## config.mk

```make
export PLATFORM = sky130hd
export DESIGN_NAME = mem_arbiter
export DESIGN_NICKNAME = d
export VERILOG_FILES = /design/src/rtl/mem_arb_pkg.sv /design/src/rtl/mem_arb_select.sv /design/src/rtl/mem_arbiter.sv
export SDC_FILE = /design/constraint.sdc
export NUM_CORES = 1
export LEC_CHECK = 0
export ABC_AREA = 1
export CORE_MARGIN = 3
export CORE_UTILIZATION = 39
export DETAILED_ROUTE_END_ITERATION = 6
export PLACE_DENSITY = 0.76
export SKIP_CTS_REPAIR_TIMING = 1
export SYNTH_ARGS = -nofsm -noshare
export SYNTH_HDL_FRONTEND = slang
export SYNTH_SLANG_ARGS = --single-unit
```

## constraint.sdc

```tcl
create_clock -name clk -period 1.46 [get_ports clk]
set_input_delay 0.219 -clock clk [delete_from_list [all_inputs] [get_ports clk]]
set_output_delay 0.219 -clock clk [all_outputs]
set_load 0.1 [all_outputs]
```

## src/rtl/mem_arb_pkg.sv

```systemverilog
// mem_arb_pkg
// Shared types and constants for the single-port memory arbiter.
//   state_t  : arbiter FSM state encoding
//   src_t    : which requester owns the current access
//   LAT_W    : width of the RAM read latency down-counter
//   STARVE_W : width of the fetch starvation counter
package mem_arb_pkg;

  typedef enum logic [1:0] {
    IDLE   = 2'd0,
    ACCESS = 2'd1,
    WAIT   = 2'd2,
    RESP   = 2'd3
  } state_t;

  typedef enum logic {
    SRC_FETCH = 1'b0,
    SRC_DATA  = 1'b1
  } src_t;

  localparam int LAT_W    = 3;
  localparam int STARVE_W = 4;

endpackage

```

## src/rtl/mem_arb_select.sv

```systemverilog
// mem_arb_select
// Combinational grant selection between instruction fetch and data access.
// Data normally wins because the control unit is stalled on it; fetch is
// forced through once STARVE_MAX data grants have been made while it waited.
// Ports:
//   if_req      in  fetch request pending
//   d_req       in  data request pending
//   starve_cnt  in  consecutive data grants made while fetch waited
//   grant_valid out some request can be granted this cycle
//   grant_src   out winning requester (meaningful only with grant_valid)
module mem_arb_select
  import mem_arb_pkg::*;
#(
  parameter int STARVE_MAX = 4
) (
  input  logic                if_req,
  input  logic                d_req,
  input  logic [STARVE_W-1:0] starve_cnt,
  output logic                grant_valid,
  output src_t                grant_src
);

  logic starved;

  assign starved = if_req && (starve_cnt == STARVE_W'(STARVE_MAX));

  always_comb begin
    grant_valid = if_req || d_req;
    grant_src   = SRC_FETCH;
    if (d_req && !starved) begin
      grant_src = SRC_DATA;
    end
  end

endmodule

```

## src/rtl/mem_arbiter.sv

```systemverilog
// mem_arbiter
// Shares one synchronous RAM between the instruction fetch path (read only)
// and the control unit's data path. Accesses are serialised through an
// IDLE -> ACCESS -> (WAIT) -> RESP sequence; the RAM read latency is hidden
// behind a one-cycle valid pulse to the owning requester.
// Ports:
//   clk, reset              clock, synchronous active-high reset
//   if_req/if_addr          fetch read request and address
//   if_rdata/if_valid       fetch read data (held) and completion pulse
//   d_req/d_we/d_addr/d_wdata  data request, direction, address, write data
//   d_rdata/d_valid         data read data (held) and completion pulse
//   stall                   control unit stall while its request is pending
//   busy                    arbiter is not idle
//   mem_en/mem_we/mem_addr/mem_wdata  RAM access strobe and command
//   mem_rdata               RAM read data, MEM_LAT cycles after mem_en
module mem_arbiter
  import mem_arb_pkg::*;
#(
  parameter int ADDR_W     = 10,
  parameter int DATA_W     = 16,
  parameter int MEM_LAT    = 1,
  parameter int STARVE_MAX = 4
) (
  input  logic              clk,
  input  logic              reset,
  input  logic              if_req,
  input  logic [ADDR_W-1:0] if_addr,
  output logic [DATA_W-1:0] if_rdata,
  output logic              if_valid,
  input  logic              d_req,
  input  logic              d_we,
  input  logic [ADDR_W-1:0] d_addr,
  input  logic [DATA_W-1:0] d_wdata,
  output logic [DATA_W-1:0] d_rdata,
  output logic              d_valid,
  output logic              stall,
  output logic              busy,
  output logic              mem_en,
  output logic              mem_we,
  output logic [ADDR_W-1:0] mem_addr,
  output logic [DATA_W-1:0] mem_wdata,
  input  logic [DATA_W-1:0] mem_rdata
);

  state_t              state;
  src_t                src;
  logic [ADDR_W-1:0]   addr_q;
  logic [DATA_W-1:0]   wdata_q;
  logic                we_q;
  logic [LAT_W-1:0]    lat_cnt;
  logic [STARVE_W-1:0] starve_cnt;
  logic                grant_valid;
  src_t                grant_src;

  mem_arb_select #(
    .STARVE_MAX (STARVE_MAX)
  ) u_select (
    .if_req      (if_req),
    .d_req       (d_req),
    .starve_cnt  (starve_cnt),
    .grant_valid (grant_valid),
    .grant_src   (grant_src)
  );

  // Command outputs come straight from the latched request so the RAM sees
  // a registered address/data; the strobes are decoded from the state.
  assign mem_en    = (state == ACCESS);
  assign mem_we    = mem_en && we_q;
  assign mem_addr  = addr_q;
  assign mem_wdata = wdata_q;
  assign if_valid  = (state == RESP) && (src == SRC_FETCH);
  assign d_valid   = (state == RESP) && (src == SRC_DATA);
  assign busy      = (state != IDLE);
  assign stall     = d_req && !d_valid;

  always_ff @(posedge clk) begin
    if (reset) begin
      state      <= IDLE;
      src        <= SRC_FETCH;
      addr_q     <= '0;
      wdata_q    <= '0;
      we_q       <= 1'b0;
      lat_cnt    <= '0;
      starve_cnt <= '0;
      if_rdata   <= '0;
      d_rdata    <= '0;
    end else begin
      case (state)
        IDLE: begin
          if (grant_valid) begin
            src   <= grant_src;
            state <= ACCESS;
            if (grant_src == SRC_DATA) begin
              addr_q  <= d_addr;
              we_q    <= d_we;
              wdata_q <= d_wdata;
            end else begin
              addr_q  <= if_addr;
              we_q    <= 1'b0;
              wdata_q <= '0;
            end
          end
          // Count data grants that overtook a waiting fetch; any fetch
          // grant or a cycle with no fetch pending resets the count.
          if (grant_valid && (grant_src == SRC_FETCH)) begin
            starve_cnt <= '0;
          end else if (!if_req) begin
            starve_cnt <= '0;
          end else if (grant_valid) begin
            starve_cnt <= starve_cnt + 1'b1;
          end
        end
        ACCESS: begin
          if (we_q) begin
            state <= RESP;
          end else begin
            lat_cnt <= LAT_W'(MEM_LAT);
            state   <= WAIT;
          end
        end
        WAIT: begin
          lat_cnt <= lat_cnt - 1'b1;
          // The counter reaches 1 in the cycle the RAM presents its data.
          if (lat_cnt == LAT_W'(1)) begin
            if (src == SRC_FETCH) begin
              if_rdata <= mem_rdata;
            end else begin
              d_rdata <= mem_rdata;
            end
            state <= RESP;
          end
        end
        RESP: begin
          state <= IDLE;
        end
        default: begin
          state <= IDLE;
        end
      endcase
    end
  end

endmodule
```

### After elaboration in Yosys (flattened, before gate mapping)

Index checks and enable logic that the tools add are counted.

* add/sub/neg operators: 2
* multiply operators: 0
* div/mod/pow operators: 0
* $lt $le $gt $ge: 0
* equality and inequality tests: 9
* shifts and indexed selects: 0
* mux-type cells: 13
* bitwise logic cells: 2
* reduce and logical (&&, ||, !) cells: 19

Operator list (number)
* 16-bit 2-to-1 mux: 1
* 4-bit 2-to-1 mux: 3
* 10-bit 2-to-1 mux: 1
* 2-bit case mux with 4 select lines: 1
* 2-bit AND reduction: 4
* 1-bit logical AND: 7
* 2-bit inequality test (second input constant): 3
* 3-bit case mux with 2 select lines: 1
* 3-bit AND reduction: 2
* 4-bit by 1-bit adder with 4-bit output (second input constant): 1
* 2-bit == test (second input constant): 2
* 4-bit by 3-bit == test with 1-bit output (second input constant): 1
* 2-bit 2-to-1 mux: 2
* 2-bit nonzero test: 2
* 3-bit by 1-bit == test with 1-bit output (second input constant): 1
* 1-bit 2-to-1 mux: 3
* 3-bit 2-to-1 mux: 1
* 3-bit by 1-bit inequality test with 1-bit output (second input constant): 1
* 3-bit by 1-bit subtractor with 3-bit output (second input constant): 1
* 2-bit by 1-bit == test with 1-bit output (second input constant): 1
* 1-bit zero test: 2
* 2-bit zero test: 1
* 1-bit inverter: 2
* 1-bit logical OR: 1

* flip-flop bits (word level): 69
* latch bits: 0
* memory bits (writable): 0
* bits in read-only memories: 0
* input port bits: 57
* memories: 0

### Longest topological paths before layout

Gate-level depths: netlist of the first run.

* word-level depth: 9
* gate-level depth with buffers: 10
* depth with buffers taken out: 10

### Cells and area by module

From an unflattened synthesis of the first run, not the netlist that was laid out.

* cells, all modules: 388
* area total of the unflattened synthesis: 2901.5 µm²

By module, submodules not included
* mem_arbiter: times used 1, cells each 379, area an instance 2864.0 µm², seq. area each 1381.3 µm²
* mem_arb_select: times used 1, cells each 9, area an instance 37.5 µm², seq. area each 0.0 µm²

### Least setup slack after synthesis of the first run

Ideal clock, no wire load.

* path kind: reg-to-output
* from: register state[0]
* to: output stall
* data arrival time: 2.374 ns
* data required time: 1.241 ns
* setup slack: -1.133 ns
* stages on the path, launching flop included: 5
* path buffers: 0
* cells stage by stage: dfxtp_1 > ha_1 > nand2_1 > inv_1 > nor2_1

* longest elaborated chain between the ends: 4

RTL lines
* start, declared: line mem_arbiter.sv:45 `state_t state;`
* start signal, assigned: line mem_arbiter.sv:78 `state <= IDLE;`
* start signal, assigned: line mem_arbiter.sv:92 `state <= ACCESS;`
* start signal, assigned: line mem_arbiter.sv:115 `state <= RESP;`
* 2-bit == test: line mem_arbiter.sv:72 `assign d_valid = (state == RESP) && (src == SRC_DATA);`
* 1-bit logical AND: line mem_arbiter.sv:72
* net d_valid: line mem_arbiter.sv:35 `output logic d_valid,`
* 1-bit zero test: line mem_arbiter.sv:74 `assign stall = d_req && !d_valid;`
* 1-bit logical AND: line mem_arbiter.sv:74
* end, declared: line mem_arbiter.sv:36 `output logic stall,`

The timed path passes the listed nets, and every way through them passes these cells.

### Worst setup path in the final report of the first run

* from: register state[0]
* to: output stall

* longest elaborated chain between the ends: 4

RTL lines (line)
* 2-bit == test: mem_arbiter.sv:72
* 1-bit logical AND: mem_arbiter.sv:72
* 1-bit zero test: mem_arbiter.sv:74
* 1-bit logical AND: mem_arbiter.sv:74

No other way between the ends.

==> summary.md, run 1 <==
| Metric | Value |
|---|---|
| Layout fillers | 472 |
| Rel. slew slack | 80.9% |
| Placed cell areas | 0.00509 mm2 |
| DR WL/cell | 14.0 um |
| Die X | 93.4 um |
| RSZ-0062 raised after global routing | true |
| Post-synthesis cell area | 0.00298 mm2 |
| Tot Pwr | 9.85 mW |
| Critical path capture point type | primary output |
| Max Buffers Root-to-Sink | 2 |
| Port Buf Inserts | 120 |
| Clock Pin Slew Worst Setup and Hold Paths | 0.08 ns |
| Reg2reg path depth | 11 |
| Hold path depth | 3 |
| CTS Sinks | 69 |
| Fin cells | 638 |
| Total grt overflow | 0 |
| FP Rows | 31 |
| Total wire length | 8950 um |
| Pins over their slew limit | 0 |
| Max VDD drop | 1.28 mV |
| Nets@finish | 600 |
| Core area | 0.00733 mm2 |
| Status | finished, violations left |
| Total vias in the final route | 3168 |
| DR iter-0 viols | 126 |
| Syn Inst Count | 402 |
| Via density per instance | 4.97 |
| Final Critical Period | 1.60 ns |
| ANT cells | 0 |
| Mean Syn Cell Area | 7.42 um2 |
| Gr usage total | 19.4% |
| Final Hold Violating Endpoints | 0 |
| Slew @ Worst Pin | 0.286 ns |
| I/O pin cnt | 121 |
| Hold WC Path Type | in2reg |
| DIE AREA | 0.00873 mm2 |
| Syn Nets | 468 |
| Remaining routing DRC violations | 0 |
| Max_cap viols | 0 |
| Hold slack | 0.455 ns |
| Lkg Pwr | 2.23 nW |
| GP Congestion | 0.813 |
| Clk root buf | clkbuf_8 |
| Ys Warns | 0 |
| CTS buffer count | 9 |
| FF+latch area | 0.00139 mm2 |
| Core Util, Final | 74.8% |
| Post-route cell area | 0.00548 mm2 |
| Share of post-route cells with drive strength above 1 | 25.0% |
| H-tree levels | 3 |
| CP Data Required Time | 1.24 ns |
| Fin worst setup slack | -0.139 ns |
| Seq cells post-synth | 69 |
| Post-detail-place hpwl | 6460 um |
| Pwr dens | 1800 mW/mm2 |
| Kind of critical path | reg2out |
| Initial core utilization | 40.7% |
| Cells after DPL | 614 |
| Startpoint class of the critical path | register |
| Vias in the first global route | 3026 |
| Share of the clock period used by the worst path | 110% |
| Die H | 93.4 um |
| First-pass DRT Iterations | 4 |
| Post-synthesis sequential area ratio | 46.3% |
| Worst path arrival time | 1.38 ns |
| CP max FO | 4 |
| Cell taking the most area after synthesis | dfxtp_1 |
| Max Fclk | 0.625 GHz |
| Area Growth Syn to Fin | 83.9% |
| Largest cells by area after synthesis | dfxtp_1, a21oi_1, nand2_1 |
| First-pass GRT wire length | 13800 um |
| Antenna violations before repair | 0 |
| Post-synth top area share | 46.3% |
| Clk Latency, worst-skew pair | 0.34 ns |
| Final ANT Viol Nets | 0 |
| # setup viols final | 9 |
| Setup Skew | 0.0111 ns |
| Violated checks | setup timing |
| Area of the multi-input gates | 0.00133 mm2 |
| Synth unique cells | 25 |
| Largest net degree at the start of global routing | 38 |
| CTS tree | yes |
-- report_power, final --
group	internal (mW)	switching (mW)
sequential	2.21	0.333
combinational	2.28	3.48
clock	0.829	0.719
total	5.32	4.53
-- critical path: stages (launching register included) --
cell and delay (ns):
dfxtp_2 0.33, buf_6 0.13, ha_4 0.16, nand2_4 0.07, inv_4 0.05, nor2_4 0.12, buf_12 0.18
-- synth_stat cells (all sizes together) --
cell	number
a21oi	58
nor2	29
and3	1
nand2	65
clkbuf	10
ha	9
or2	1
inv	60
nand3b	3
o21ai	35
dfxtp	69
xor2	1
buf	16
nand4	20
nand3	25
-- path summary, 6_finish.rpt --
check | startpoint | end | slack (ns)
worst max-delay path | state[0]$_SDFFE_PP0P_ | stall | -0.14
worst min-delay path | d_wdata[15] | mem_wdata[15]$_SDFFE_PP0P_ | 0.46
worst max register to register | state[1]$_SDFFE_PP0P_ | mem_addr[2]$_SDFFE_PP0P_ | -0.02
worst min register to register | lat_cnt[1]$_SDFFE_PP0P_ | lat_cnt[1]$_SDFFE_PP0P_ | 0.46
-- placed cells by master, fill, tap and decap left out, types with 2 or more instances in the layout --
cell	instances
clkdlybuf4s50_1	56
clkbuf_16	2
inv_2	3
nand2_4	4
clkinvlp_4	4
buf_12	72
nor2_2	7
nand3_1	25
nand3b_1	3
ha_1	6
dfxtp_2	3
o21ai_1	15
buf_4	13
clkbuf_8	10
nor2_4	2
nand2_1	61
nand4_1	20
inv_1	53
clkinv_2	2
dfxtp_1	66
o21ai_0	20
nor2_1	20
ha_4	3
buf_6	4
a21oi_1	57
-- per-layer routing --
layer	GRT usage, %	up-vias	share of wire (%)
met2	33.2	130	51
met5	0	-	0
met4	6.59	0	1.3
li1	-	1563	-
met1	23.8	1461	40
met3	4.67	14	7.4
-- state kept, by name, summed over array words and instances, names as in the netlist --
register,flops
d_rdata,16
if_rdata,16
lat_cnt,3
mem_addr,10
mem_wdata,16
src,1
starve_cnt,4
state,2
we_q,1
-- final cells by class --
class,count,area share (%)
Timing Repair Buffer,147,40.0
Tap cell,99,2.26
Multi-Input combinational cell,247,24.2
Inverter,60,4.59
Clock inverter,6,1.14
Clock buffer,10,2.51
Sequential cell,69,25.3
-- stage by stage --
stage / setup WS (ns) / setup TNS, ns
finish: -0.139 / -0.446
global route: -0.189 / -1.69
CTS: -0.284 / -1.35
detailed placement: -0.112 / -1.89
global placement: -0.0493 / -0.358
floorplan: -0.383 / -1.00
-- cells by family (layout without fill, tap and decap cells) --
logic type               count (synthesis)  count (layout)  share of synthesized area (%)
AO/OA/AOI/OAI                           93              93                           15.6
XOR/XNOR                                 1               1                          0.294
adder cells (fa/ha/maj)                  9               9                           3.78
buffers and inverters                   86             223                           12.1
flip-flops                              69              69                           46.3
AND/OR/NAND/NOR                        144             144                           21.9
Note: power is estimated with default switching activity, not from simulation.
==> run 2: changes to the inputs <==
SLEW_MARGIN = 20   (was not set)
==> results of run 2 <==
No change in the layout: final DEF, timing and power equal those of run 1.
==> run 3: changes to the inputs <==
CORE_UTILIZATION = 40   (was 39)
CTS_BUF_LIST = sky130_fd_sc_hd__clkbuf_2 sky130_fd_sc_hd__clkbuf_4 sky130_fd_sc_hd__clkbuf_8   (was not set)
GPL_ROUTABILITY_DRIVEN = 0   (was not set)
PLACE_DENSITY = 0.78   (was 0.76)
==> summary.md, run 3 (synthesized netlist as in run 1, its figures left out) <==
| Metric | Value |
|---|---|
| ANT cells | 0 (unchanged) |
| Fin Setup TNS | -0.375 ns (+0.0706 ns) |
| Area of the multi-input gates | 0.00132 mm2 (-0.75%) |
| Remaining routing DRC violations | 0 (unchanged) |
| Fin worst setup slack | -0.124 ns (+0.0157 ns) |
| Largest net degree at the start of global routing | 33 (-13%) |
| Port Buf Inserts | 120 (unchanged) |
| CTS tree | yes |
| Max_cap viols | 0 (unchanged) |
| Area Growth Syn to Fin | 81.1% |
| Commonest non-fill, non-tap cell in the layout | buf_12 |
| Clock Pin Slew Worst Setup and Hold Paths | 0.08 ns (about the same) |
| Startpoint class of the critical path | register |
| Initial core utilization | 42.5% (+1.8 points) |
| DR WL/cell | 13.5 um (-3.6%) |
| Reg2Reg Setup Slack | 0.02 ns (+0.04 ns) |
| Die H | 92.3 um (-1.2%) |
| Pre-CTS WS | -0.107 ns (+0.00510 ns) |
| Total wire length | 8540 um (-4.6%) |
| Final ANT Viol Nets | 0 (unchanged) |
| DR iter-0 viols | 81 (-36%) |
| Gr usage total | 20.0% (+0.59 points) |
| Core area | 0.00702 mm2 (-4.2%) |
| Kind of critical path | reg2out |
| Die X | 92.3 um (-1.2%) |
| Max Buffers Root-to-Sink | 2 (unchanged) |
| Max Fclk | 0.631 GHz (+0.99%) |
| Min-Delay Startpoint | d_wdata[9] |
| Hold slack | 0.457 ns (+0.00188 ns) |
| Post-detail-place hpwl | 6550 um (+1.3%) |
| Clk Latency, worst-skew pair | 0.34 ns (about the same) |
| FP Rows | 30 (-3.2%) |
| Slew @ Worst Pin | 0.277 ns (-0.00934 ns) |
| Total grt overflow | 0 (unchanged) |
| CP Data Required Time | 1.24 ns (about the same) |
| Share of post-route cells with drive strength above 1 | 23.6% (-1.5 points) |
| FF-to-FF End | mem_addr[8]$_SDFFE_PP0P_ |
| Vias in the first global route | 3015 (-0.36%) |
| Reg2reg path depth | 10 (-1) |
| RR Startpoint | state[0]$_SDFFE_PP0P_ |
| CP max FO | 4 (unchanged) |
| Max VDD drop | 0.963 mV (-25%) |
| Pwr dens | 1760 mW/mm2 (-1.7%) |
| Nets@finish | 596 (-0.67%) |
| Final Critical Period | 1.58 ns (-0.0157 ns) |
| CTS buffer count | 9 (unchanged) |
| First-pass GRT wire length | 13800 um (unchanged) |
| Tot Pwr | 9.53 mW (-3.3%) |
| FF+latch area | 0.00139 mm2 (+0.18%) |
| Clk root buf | clkbuf_8 |
| Lkg Pwr | 2.20 nW (-1.4%) |
| I/O pin cnt | 121 (unchanged) |
| Share of the clock period used by the worst path | 108% (-1.1 points) |
| Worst path arrival time | 1.36 ns (-0.02 ns) |
| Hold path depth | 3 (unchanged) |
| Layout fillers | 486 (+3.0%) |
| Via density per instance | 4.99 (+0.41%) |
| Hold endpoint | mem_wdata[9]$_SDFFE_PP0P_ |
| H-tree levels | 3 (unchanged) |
| Setup Skew | 0.00918 ns (-0.00195 ns) |
| Pins over their slew limit | 0 (unchanged) |
| Violated checks | setup timing |
| RSZ-0062 raised after global routing | true |
| DIE AREA | 0.00853 mm2 (-2.3%) |
| CTS Sinks | 69 (unchanged) |
| Critical path capture point type | primary output |
| Rel. slew slack | 81.5% (+0.67 points) |
| Total vias in the final route | 3146 (-0.69%) |
| Most frequent cells in the layout | buf_12, dfxtp_1, nand2_1 |
| Final Hold Violating Endpoints | 0 (unchanged) |
| Hold WC Path Type | in2reg |
| Crit path launch | state[0]$_SDFFE_PP0P_ |
| # setup viols final | 5 (-4) |
| First-pass DRT Iterations | 4 (unchanged) |
| Antenna violations before repair | 0 (unchanged) |
| Status | finished, violations left |
-- run 3: cell types whose count changed in the layout (fill, tap and decap cells not counted), sizes merged --
cell      change
buf           -2
clkbuf        -2
clkinv        +1
clkinvlp      -3
inv           +2
-- run 3: routing by layer --
layer / routed length, um / GRT usage (%) / up-vias
met5: 0 / 0 / -
met4: 51 / 6.31 / 0
met3: 812 / 7.72 / 6
met2: 4310 / 34.8 / 148
met1: 3370 / 22.5 / 1427
li1: - / - / 1565
-- run 3: power breakdown --
| group | leakage [nW] | switching [mW] | total, mW | internal [mW] |
|---|---|---|---|---|
| Sequential | 0.564 | 0.336 | 2.55 | 2.21 |
| Combinational | 1.52 | 3.34 | 5.36 | 2.02 |
| Clock | 0.107 | 0.765 | 1.62 | 0.851 |
-- run 3: how the worst max path moves through the flow --
stage | slack [ns] | cells past startpoint | endpoint
after global routing | -0.19 | 6 | stall
after global placement | -0.03 | 8 | mem_addr[4]$_SDFFE_PP0P_
final | -0.12 | 6 | stall
after floorplan | -0.38 | 4 | stall
after CTS | -0.24 | 6 | stall
after detailed placement | -0.11 | 8 | mem_addr[8]$_SDFFE_PP0P_
-- run 3: worst max-delay path, cell delays in order, from the launching register on --
cell and delay, ns:
dfxtp_2 0.33, buf_6 0.13, ha_4 0.17, nand2_4 0.07, inv_4 0.05, nor2_4 0.12
buf_12 0.18
-- run 3: final cells by class --
cell class                 count  share of cell area, %
sequential                    69                   25.7
inverter                      60                   4.66
timing repair buffer         143                   39.1
multi-input combinational    247                   24.4
tap                           96                   2.22
clock inverter                 6                   1.30
clock buffer                  10                   2.55
-- run 3: stage by stage --
stage	util (%)	area [um2]	cells
global placement	72.6	5100	612
detailed placement	72.6	5100	612
global route	76.9	5400	631
floorplan	-	3030	402
finish	76.9	5400	631
CTS	75.6	5300	628
